### config.mk
export PLATFORM = sky130hd
export DESIGN_NAME = ef_smsdac_satcnt
export DESIGN_NICKNAME = d
export VERILOG_FILES = /design/src/rtl/ef_smsdac_satcnt.sv
export SDC_FILE = /design/constraint.sdc
export NUM_CORES = 1
export LEC_CHECK = 0
export CAP_MARGIN = 5
export CELL_PAD_IN_SITES_DETAIL_PLACEMENT = 1
export CELL_PAD_IN_SITES_GLOBAL_PLACEMENT = 2
export CORE_ASPECT_RATIO = 0.8
export CORE_MARGIN = 2
export CORE_UTILIZATION = 32
export CTS_BUF_LIST = sky130_fd_sc_hd__clkbuf_4
export DETAILED_ROUTE_END_ITERATION = 8
export MAX_ROUTING_LAYER = met4
export PLACE_DENSITY_LB_ADDON = 0.1
export SLEW_MARGIN = 15
export SYNTH_ARGS = -nofsm -noshare
export SYNTH_HDL_FRONTEND = slang
export SYNTH_SLANG_ARGS = --single-unit
### constraint.sdc
create_clock -name clk -period 2.1 [get_ports clk]
set_input_delay 0.315 -clock clk [delete_from_list [all_inputs] [get_ports clk]]
set_output_delay 0.315 -clock clk [all_outputs]
set_load 0.05 [all_outputs]
### src/rtl/ef_smsdac_satcnt.sv
// Saturating up-counter with synchronous clear (clear wins over increment)
// and asynchronous active-low reset.
module ef_smsdac_satcnt #(
    parameter int W = 16
) (
    input  logic         clk,
    input  logic         rst_b,
    input  logic         clr_i,
    input  logic         inc_i,
    output logic [W-1:0] cnt_o
);

    logic [W-1:0] cnt_q, cnt_d;

    always_comb begin
        // NOTE: default assigned first so every path drives cnt_d and no latch is inferred.
        cnt_d = cnt_q;
        if (clr_i) begin
            cnt_d = '0;
        end else if (inc_i && (cnt_q != {W{1'b1}})) begin
            cnt_d = cnt_q + W'(1);
        end
    end

    // NOTE: state registers use non-blocking assignment so all flops update together at the edge.
    always_ff @(posedge clk or negedge rst_b) begin
        if (!rst_b) begin
            cnt_q <= '0;
        end else begin
            cnt_q <= cnt_d;
        end
    end

    assign cnt_o = cnt_q;

endmodule

==> results of run 1 <==
[power by group]
part / internal (mW) / total [mW] / switching (mW)
Combinational: 0.0193 / 0.0553 / 0.0360
Clock: 0.0693 / 0.184 / 0.115
Sequential: 0.311 / 0.315 / 0.00425
[final cells by class]
type | instances | area share [%]
multi-input cells | 74 | 41.1
flip-flops and latches | 16 | 32.8
repair buffers | 25 | 19.2
well taps | 38 | 3.87
clock buffers | 3 | 1.83
inverters | 3 | 0.917
clock inverters | 1 | 0.306
[metrics by stage]
stage / cells / setup WS (ps) / util, %
2_1_floorplan: 98 / 152 / -
3_3_place_gp: 156 / 161 / 43.1
3_5_place_dp: 156 / 132 / 43.1
4_1_cts: 160 / 106 / 44.1
5_1_grt: 160 / 40.8 / 44.1
6_report: 160 / 123 / 44.1
[synthesized netlist by cell type (2+ instances only)]
cell / instances
nor4_1: 4
a21oi_1: 11
and4_2: 2
nor2b_1: 4
or4_1: 5
and3_1: 2
or4_2: 2
o21ai_1: 3
clkbuf_1: 4
nand4_1: 6
nand2_1: 6
o31ai_1: 7
nand3_1: 3
dfrtp_1: 16
mux2_1: 4
inv_1: 3
nor2_1: 4
or3_1: 2
[final timing paths]
check | cells after the start | start | to | slack [ps]
max in group asynchronous | 2 | rst_b | cnt_o[0]$_DFFE_PN0P_ | 1550
min in group clk | 2 | cnt_o[1]$_DFFE_PN0P_ | cnt_o[1]$_DFFE_PN0P_ | 620
worst min-delay path | 2 | rst_b | cnt_o[15]$_DFFE_PN0P_ | 340
worst max-delay path | 1 | cnt_o[7]$_DFFE_PN0P_ | cnt_o[7] | 120
worst max register to register | 6 | cnt_o[0]$_DFFE_PN0P_ | cnt_o[3]$_DFFE_PN0P_ | 150
worst min register to register | 2 | cnt_o[1]$_DFFE_PN0P_ | cnt_o[1]$_DFFE_PN0P_ | 620
[routing by layer]
metal | global-route usage [%] | share of wire [%] | vias to the layer above
met1 | 24.4 | 50 | 453
met2 | 26.7 | 44 | 14
li1 | - | - | 430
met3 | 5.81 | 4.2 | 5
met5 | - | 0 | -
met4 | 7.09 | 1.2 | 0
[cell families (layout without fill, tap and decap cells)]
| family | after synthesis | count (layout) |
|---|---|---|
| flip-flops | 16 | 16 |
| AND/OR/NAND/NOR | 45 | 45 |
| AO/OA/AOI/OAI | 24 | 24 |
| adder cells (fa/ha/maj) | 1 | 1 |
| multiplexers | 4 | 4 |
| buffers and inverters | 8 | 32 |
==> reports/results.ini, run 1 <==
[clock_tree]
ctsHtreeMaxLevel = 1
clk_pin_slew_worst_paths_ps = 110
numCtsBuffers = 3
postCtsSetupRepairBufs = 0
cts_tree = yes
cts_resized = 0
cts_root_buf = clkbuf_4
clock_sinks = 16
postCtsHoldBufs = 0
clk-insertion-delay-late_ps = 300
cts_buffer_depth = 2

[floorplanning]
dieArea_um2 = 3400
rows = 17
start_util_pct = 33.8
fp.dieH_um = 52.5
die_w_um = 64.7
placeableCoreArea_um2 = 2790
io_pins = 20

[yosys]
yosysUniqueCellTypes = 28
synth_area_um2 = 942
synth_xor_area_share_pct = 0
synth-edff-count = 0
async_flop_share_pct = 100
synth_compound_area_share_pct = 16.2
synth_largest_area_cell = dfrtp_1
synthFlopType = dfrtp_1
synthSimpleGateAreaFrac_pct = 31.2
ys_ff_latch = 16
synth_top_area_share_pct = 42.5
netlist_top_cells_area = dfrtp_1, a21oi_1, o31ai_1
synth_fa_ha_area_share_pct = 1.33
synth_top_family_by_area = simple AND/OR/NAND/NOR gates
muxShareOfSynthArea_pct = 4.78
syn_inst = 98
yosysWarnings = 0
seq_area_frac_synth_pct = 42.5
synth_fp_nets = 103
synth_area_per_cell_um2 = 9.61

[global_route]
overflow = 0
grt_start_max_net_pins = 19
track_usage_pct = 18.5
grt_pass1_wl_um = 4510
antenna_found_initial = 0
grt_pass1_vias = 912

[sta]
period_share_pct = 94.1
finalSetupViolCount = 0
rsz0062_at_grt = false
hold_viol_final = 0
holdWs_ps = 338
slew_violations = 0
max-slew-margin-rel_pct = 66.8
worst_pin_slew_ps = 497
tns_ps = 0
period_needed_ps = 1980
fin_worst_skew_ps = 2.72
fmax_mhz = 506

[layout]
multi_input_area_um2 = 504
largest_reg_flops = 16
nets = 128
n_fill_cell = 330
layout-drive-gt1-share_pct = 16.4
n_antenna_cell = 0
stdcell_area_um2 = 1230
final-seq-area_um2 = 403
syn2layout_area_growth_pct = 30.3
final_cell_mix = clkdlybuf4s50_1, dfrtp_1, a21oi_1
layout_commonest_cell = clkdlybuf4s50_1

[route]
firstDrtPassIters = 4
post_drt_wl_per_cell_um = 16.3
wl_um = 2610
routed_via_density = 5.64
ant_nets = 0
drt_iter0_drc = 27
dr_total_vias = 902
route.detailed.drc = 0

[critical_path]
crit_chain = clkdlybuf4s50_1
worstPathRequired_ps = 1780
arrival_ps = 1660
cp_slowest_cell = clkdlybuf4s50_1
critPathBufInv = 1
timing_worst_setup_path_type = flop to output port
critPathMaxStageDelay_ps = 860
crit_path_start_kind = flop
end_kind = output port
critPathTopFamily = buffers and inverters
worstPathMaxFanout = 8

[min_path]
hp-class = primary input to asynchronous set/reset pin

[place]
placed_area_um2 = 1200
place_congestion = 0.744
portBuffers = 19
place_hpwl_um = 1850

[power_and_ir_drop]
p_per_area_nw_per_um2 = 452
max-vdd-ir-drop_mv = 0.263
leakagePower_nw = 0.480
power_mw = 0.555

[flow_run]
maxCapViolations = 0

[run_status]
status = finished, final reports clean

Power figures use the tool's default switching activity.
==> inputs of run 2 (changes only) <==
--- a/config.mk
+++ b/config.mk
@@ -13,9 +13,9 @@
 export CORE_UTILIZATION = 32
 export CTS_BUF_LIST = sky130_fd_sc_hd__clkbuf_4
 export DETAILED_ROUTE_END_ITERATION = 8
+export GPL_ROUTABILITY_DRIVEN = 0
 export MAX_ROUTING_LAYER = met4
 export PLACE_DENSITY_LB_ADDON = 0.1
-export SLEW_MARGIN = 15
 export SYNTH_ARGS = -nofsm -noshare
 export SYNTH_HDL_FRONTEND = slang
 export SYNTH_SLANG_ARGS = --single-unit
==> results of run 2 <==
No change in the layout: final DEF, timing and power equal those of run 1.
==> inputs of run 3 (changes only) <==
--- a/config.mk
+++ b/config.mk
@@ -10,8 +10,8 @@
 export CELL_PAD_IN_SITES_GLOBAL_PLACEMENT = 2
 export CORE_ASPECT_RATIO = 0.8
 export CORE_MARGIN = 2
-export CORE_UTILIZATION = 32
-export CTS_BUF_LIST = sky130_fd_sc_hd__clkbuf_4
+export CORE_UTILIZATION = 30
+export CTS_BUF_LIST = sky130_fd_sc_hd__clkbuf_8 sky130_fd_sc_hd__clkbuf_16
 export DETAILED_ROUTE_END_ITERATION = 8
 export GPL_ROUTABILITY_DRIVEN = 0
 export MAX_ROUTING_LAYER = met4
==> reports/results.ini, run 3 (synthesis results as in run 1) <==
[layout]
final-seq-area_um2 = 403  ; unchanged
post-route-util_pct = 42.4  ; -1.7 points
multi_input_area_um2 = 504  ; unchanged
n_antenna_cell = 0  ; unchanged
final_cells = 166  ; +3.8%
n_fill_cell = 356  ; +7.9%
final_cell_mix = clkdlybuf4s50_1, dfrtp_1, a21oi_1
layout-drive-gt1-share_pct = 19.8  ; +3.4 points
layout_commonest_cell = clkdlybuf4s50_1
syn2layout_area_growth_pct = 36.8
largest_reg_flops = 16  ; unchanged
nets = 132  ; +3.1%

[clock_tree]
ctsHtreeMaxLevel = 1  ; unchanged
postCtsSetupRepairBufs = 0  ; unchanged
cts_resized = 0  ; unchanged
cts_buffer_depth = 2  ; unchanged
numCtsBuffers = 3  ; unchanged
cts_root_buf = clkbuf_8
cts_tree = yes
postCtsHoldBufs = 0  ; unchanged
clk-insertion-delay-late_ps = 250  ; -50 ps
clock_sinks = 16  ; unchanged
clk_pin_slew_worst_paths_ps = 70  ; -40 ps

[floorplanning]
fp.dieH_um = 54.1  ; +3.0%
rows = 18  ; +1
die_w_um = 66.7  ; +3.1%
start_util_pct = 31.0  ; -2.8 points
io_pins = 20  ; unchanged
placeableCoreArea_um2 = 3040  ; +9.1%
dieArea_um2 = 3610  ; +6.2%

[sta]
hold_viol_final = 0  ; unchanged
tns_ps = 0  ; unchanged
rsz0062_at_grt = false
period_share_pct = 92.2  ; -2.0 points
slew_violations = 0  ; unchanged
final.setup.worst_slack_ps = 164  ; +41.0 ps
period_needed_ps = 1940  ; -41.0 ps
max-slew-margin-rel_pct = 62.6  ; -4.2 points
fin_worst_skew_ps = 2.09  ; -0.630 ps
finalSetupViolCount = 0  ; unchanged
worst_pin_slew_ps = 557  ; +60.3 ps
fmax_mhz = 517  ; +2.1%

[place]
portBuffers = 19  ; unchanged
dp_cells = 162  ; +3.8%
post-place-ws_ps = 135  ; +3.43 ps
place_hpwl_um = 2040  ; +10%

[critical_path]
worstPathRequired_ps = 2240  ; +460 ps
end_kind = flop
worstPathMaxFanout = 9  ; +1
crit_path_start_kind = flop
timing_worst_setup_path_type = flop to flop
arrival_ps = 2070  ; +410 ps

[run_status]
status = finished, final reports clean

[power_and_ir_drop]
leakagePower_nw = 0.515  ; +7.3%
max-vdd-ir-drop_mv = 0.403  ; +54%
p_per_area_nw_per_um2 = 506  ; +12%
power_mw = 0.652  ; +18%

[global_route]
overflow = 0  ; unchanged
track_usage_pct = 18.6  ; +0.063 points
grt_start_max_net_pins = 17  ; -2
antenna_found_initial = 0  ; unchanged
grt_pass1_vias = 933  ; +2.3%
grt_pass1_wl_um = 4710  ; +4.4%

[route]
drt_iter0_drc = 30  ; +11%
route.detailed.drc = 0  ; unchanged
post_drt_wl_per_cell_um = 16.8  ; +2.7%
wl_um = 2780  ; +6.6%
firstDrtPassIters = 4  ; unchanged
routed_via_density = 5.44  ; -3.5%
dr_total_vias = 903  ; +0.11%
ant_nets = 0  ; unchanged

[flow_run]
maxCapViolations = 0  ; unchanged

[min_path]
hp-class = primary input to asynchronous set/reset pin

## run 3: cell types whose count changed in the layout (fill, tap and decap cells not counted)
cell      change
buf_4         +4
clkbuf_8      +4
clkinv_1      -1
clkbuf_4      -3
## run 3: worst paths after layout
check / from / endpoint / slack [ps] / cells past startpoint
worst max-delay path: cnt_o[0]$_DFFE_PN0P_ / cnt_o[15]$_DFFE_PN0P_ / 160 / 5
worst min-delay path: rst_b / cnt_o[15]$_DFFE_PN0P_ / 400 / 2
worst max register to register: cnt_o[0]$_DFFE_PN0P_ / cnt_o[15]$_DFFE_PN0P_ / 160 / 5
worst min register to register: cnt_o[1]$_DFFE_PN0P_ / cnt_o[1]$_DFFE_PN0P_ / 610 / 2
max in group asynchronous: rst_b / cnt_o[0]$_DFFE_PN0P_ / 1490 / 2
min in group clk: cnt_o[1]$_DFFE_PN0P_ / cnt_o[1]$_DFFE_PN0P_ / 610 / 2
## run 3: area by class of cell
type / instances / area share, %
multi-input cells: 74 / 39.1
inverters: 3 / 0.874
clock buffers: 4 / 4.27
repair buffers: 29 / 20.6
flip-flops and latches: 16 / 31.3
well taps: 40 / 3.88
## run 3: per-stage QoR
step                      hold WS, ps  area [µm²]
after floorplan                  19.4         945
after global placement            593        1230
after detailed placement          607        1230
after CTS                         403        1290
after global routing              434        1290
final                             397        1290
## run 3: report_power, final
| group | switching, mW | internal (mW) | leakage, nW |
|---|---|---|---|
| logic | 0.0363 | 0.0198 | 0.267 |
| clock network | 0.114 | 0.166 | 0.0288 |
| registers | 0.00439 | 0.311 | 0.219 |
## run 3: worst max-delay path: stages (launching register included)
cell     delay (ps)
dfrtp_2         410
ha_1            200
nand4_2         140
nor4_4          580
nor4_1          160
mux2_1          330
## run 3: per-layer routing
metal | share of wire (%) | up-vias | global-route usage [%]
met5 | 0 | - | -
met4 | 0.36 | 0 | 2.04
met3 | 3.2 | 2 | 4.39
met2 | 45 | 10 | 28.5
met1 | 52 | 453 | 25.9
li1 | - | 438 | -
==> edit: new RTL, settings of run 2 <==
Change the parameter `W` from 16 to 32.
--- a/src/rtl/ef_smsdac_satcnt.sv
+++ b/src/rtl/ef_smsdac_satcnt.sv
@@ -3,3 +3,3 @@
 module ef_smsdac_satcnt #(
-    parameter int W = 16
+    parameter int W = 32
 ) (
Ports: changed (resized cnt_o); port bits go from 20 to 36. The function was not compared with the original's and may differ.
==> edit against run 2 <==
  * Final area is 100% higher
  * Wire length is 92% higher
  * Cell count is 110% higher
  * Sequential cell count is 16 higher
  * Critical path depth is 5 higher
  * Worst setup slack worse by 0.020 ns
  * Register-to-register slack worse by 0.05 ns
  * Power is 95% higher
  * Count of clock-buffer cells in the layout is 4 higher
  * Core utilization is 1.4 points higher
  * Synthesized area is 97% higher
  * Largest cell class unchanged
==> edit: results (changes against run 2) <==
* Post-place setup slack at -0.208 ns (-0.340 ns)
* Crit path max fanout at 10 (+2)
* Mapped Nets at 203 (+97%)
* Vias in the first global route at 1737 (+90%)
* Vias per cell at 5.19 (-7.9%)
* Total GRT Usage at 17.7% (-0.84 points)
* Flop pwr share at 57.7% (+0.8 points)
* Cell family with most CP delay: simple AND/OR/NAND/NOR gates
* Routed len/inst at 15.2 µm (-6.6%)
* Compound-Gate Fraction of Synth Area at 11.9% (-4.3 points)
* Largest net degree at the start of global routing at 33 (+14)
* Synth unique cells at 42 (+50%)
* Max FFs per register at 32 (+16)
* Post-Synth XOR/XNOR Area at 6.14% (+6.1 points)
* Post-synthesis mux area share at 4.39% (-0.39 points)
* Maximum vdd drop at 0.221 mV (-16%)
* Fin Clk Skew at 0.0137 ns (+0.0110 ns)
* Post-synthesis sequential area ratio at 43.2% (+0.69 points)
* I/O Buffers at 35 (+16)
* Global-route wire length before repair at 8530 µm (+89%)
* # nets final at 255 (+99%)
* Placed inst area at 0.00245 mm² (+100%)
* Area contributors post-synth: dfrtp_1 (43%), nor2_1 (5.3%), xnor2_1 (4.7%)
* DR iter-0 viols at 45 (+67%)
* Worst-margin pin slew at 0.519 ns (+0.0215 ns)
* CP Data Arrival Time at 2.23 ns (+0.57 ns)
* Latest clock arrival within the worst-skew pair at 0.34 ns (+0.04 ns)
* Internal at 0.804 mW (+100%)
* Status: complete, no violations
* TritonCTS Buffers at 5 (+2)
* Combinational power share at 7.9% (-2.1 points)
* Post-DP HPWL at 3770 µm (+100%)
* Synth top cells by count: dfrtp_1 (32), nor2_1 (26), nand3_1 (12)
* Pleak at 0.967 nW (+100%)
* Largest stage delay on the critical path at 0.44 ns (-0.42 ns)
## edit: final timing paths
kind	start	slack, ns	end	cells after the start
min in group clk	cnt_o[28]	0.58	cnt_o[28]	2
worst max-delay path	cnt_o[1]	0.10	cnt_o[29]	6
worst min register to register	cnt_o[28]	0.58	cnt_o[28]	2
worst max register to register	cnt_o[1]	0.10	cnt_o[29]	6
max in group asynchronous	rst_b	1.38	cnt_o[26]	2
worst min-delay path	rst_b	0.37	cnt_o[0]	2
## edit: kinds of logic (layout without fill, tap and decap cells)
| group | Yosys count | after routing |
|---|---|---|
| buf+inv | 14 | 67 |
| compound gates | 32 | 32 |
| simple gates | 99 | 99 |
| fa+ha+maj | 1 | 1 |
| flops | 32 | 32 |
| mux | 7 | 7 |
| xor+xnor | 13 | 13 |
## edit: routing by layer
| metal | track usage [%] | wire length (µm) | share of wire, % |
|---|---|---|---|
| met2 | 26.3 | 2260 | 45 |
| met4 | 4.98 | 58 | 1.2 |
| met3 | 3.75 | 154 | 3.1 |
| met1 | 24.4 | 2540 | 51 |
| met5 | - | 0 | 0 |
## edit: stage by stage
stage	cells	TNS [ns]	power, mW
after floorplan	198	0	0.679
after global placement	321	-1.05	0.721
after detailed placement	321	-1.50	0.724
after CTS	329	0	1.11
after global routing	329	0	1.14
final	329	0	1.08
## edit: cell type report
class / count / area (µm²)
fill: 671 / 3010
multi-input combinational: 152 / 1010
sequential: 32 / 831
timing repair buffer: 52 / 490
tap: 78 / 97.6
clock buffer: 7 / 52.6
inverter: 7 / 26.3
clock inverter: 1 / 3.75
## edit: worst register-to-register path: cells and delay by family, from the launching register on
kind,cells,cell delay (ns)
flops,1,0.44
compound gates,1,0.31
simple gates,3,0.56
mux,1,0.38
fa+ha+maj,1,0.20
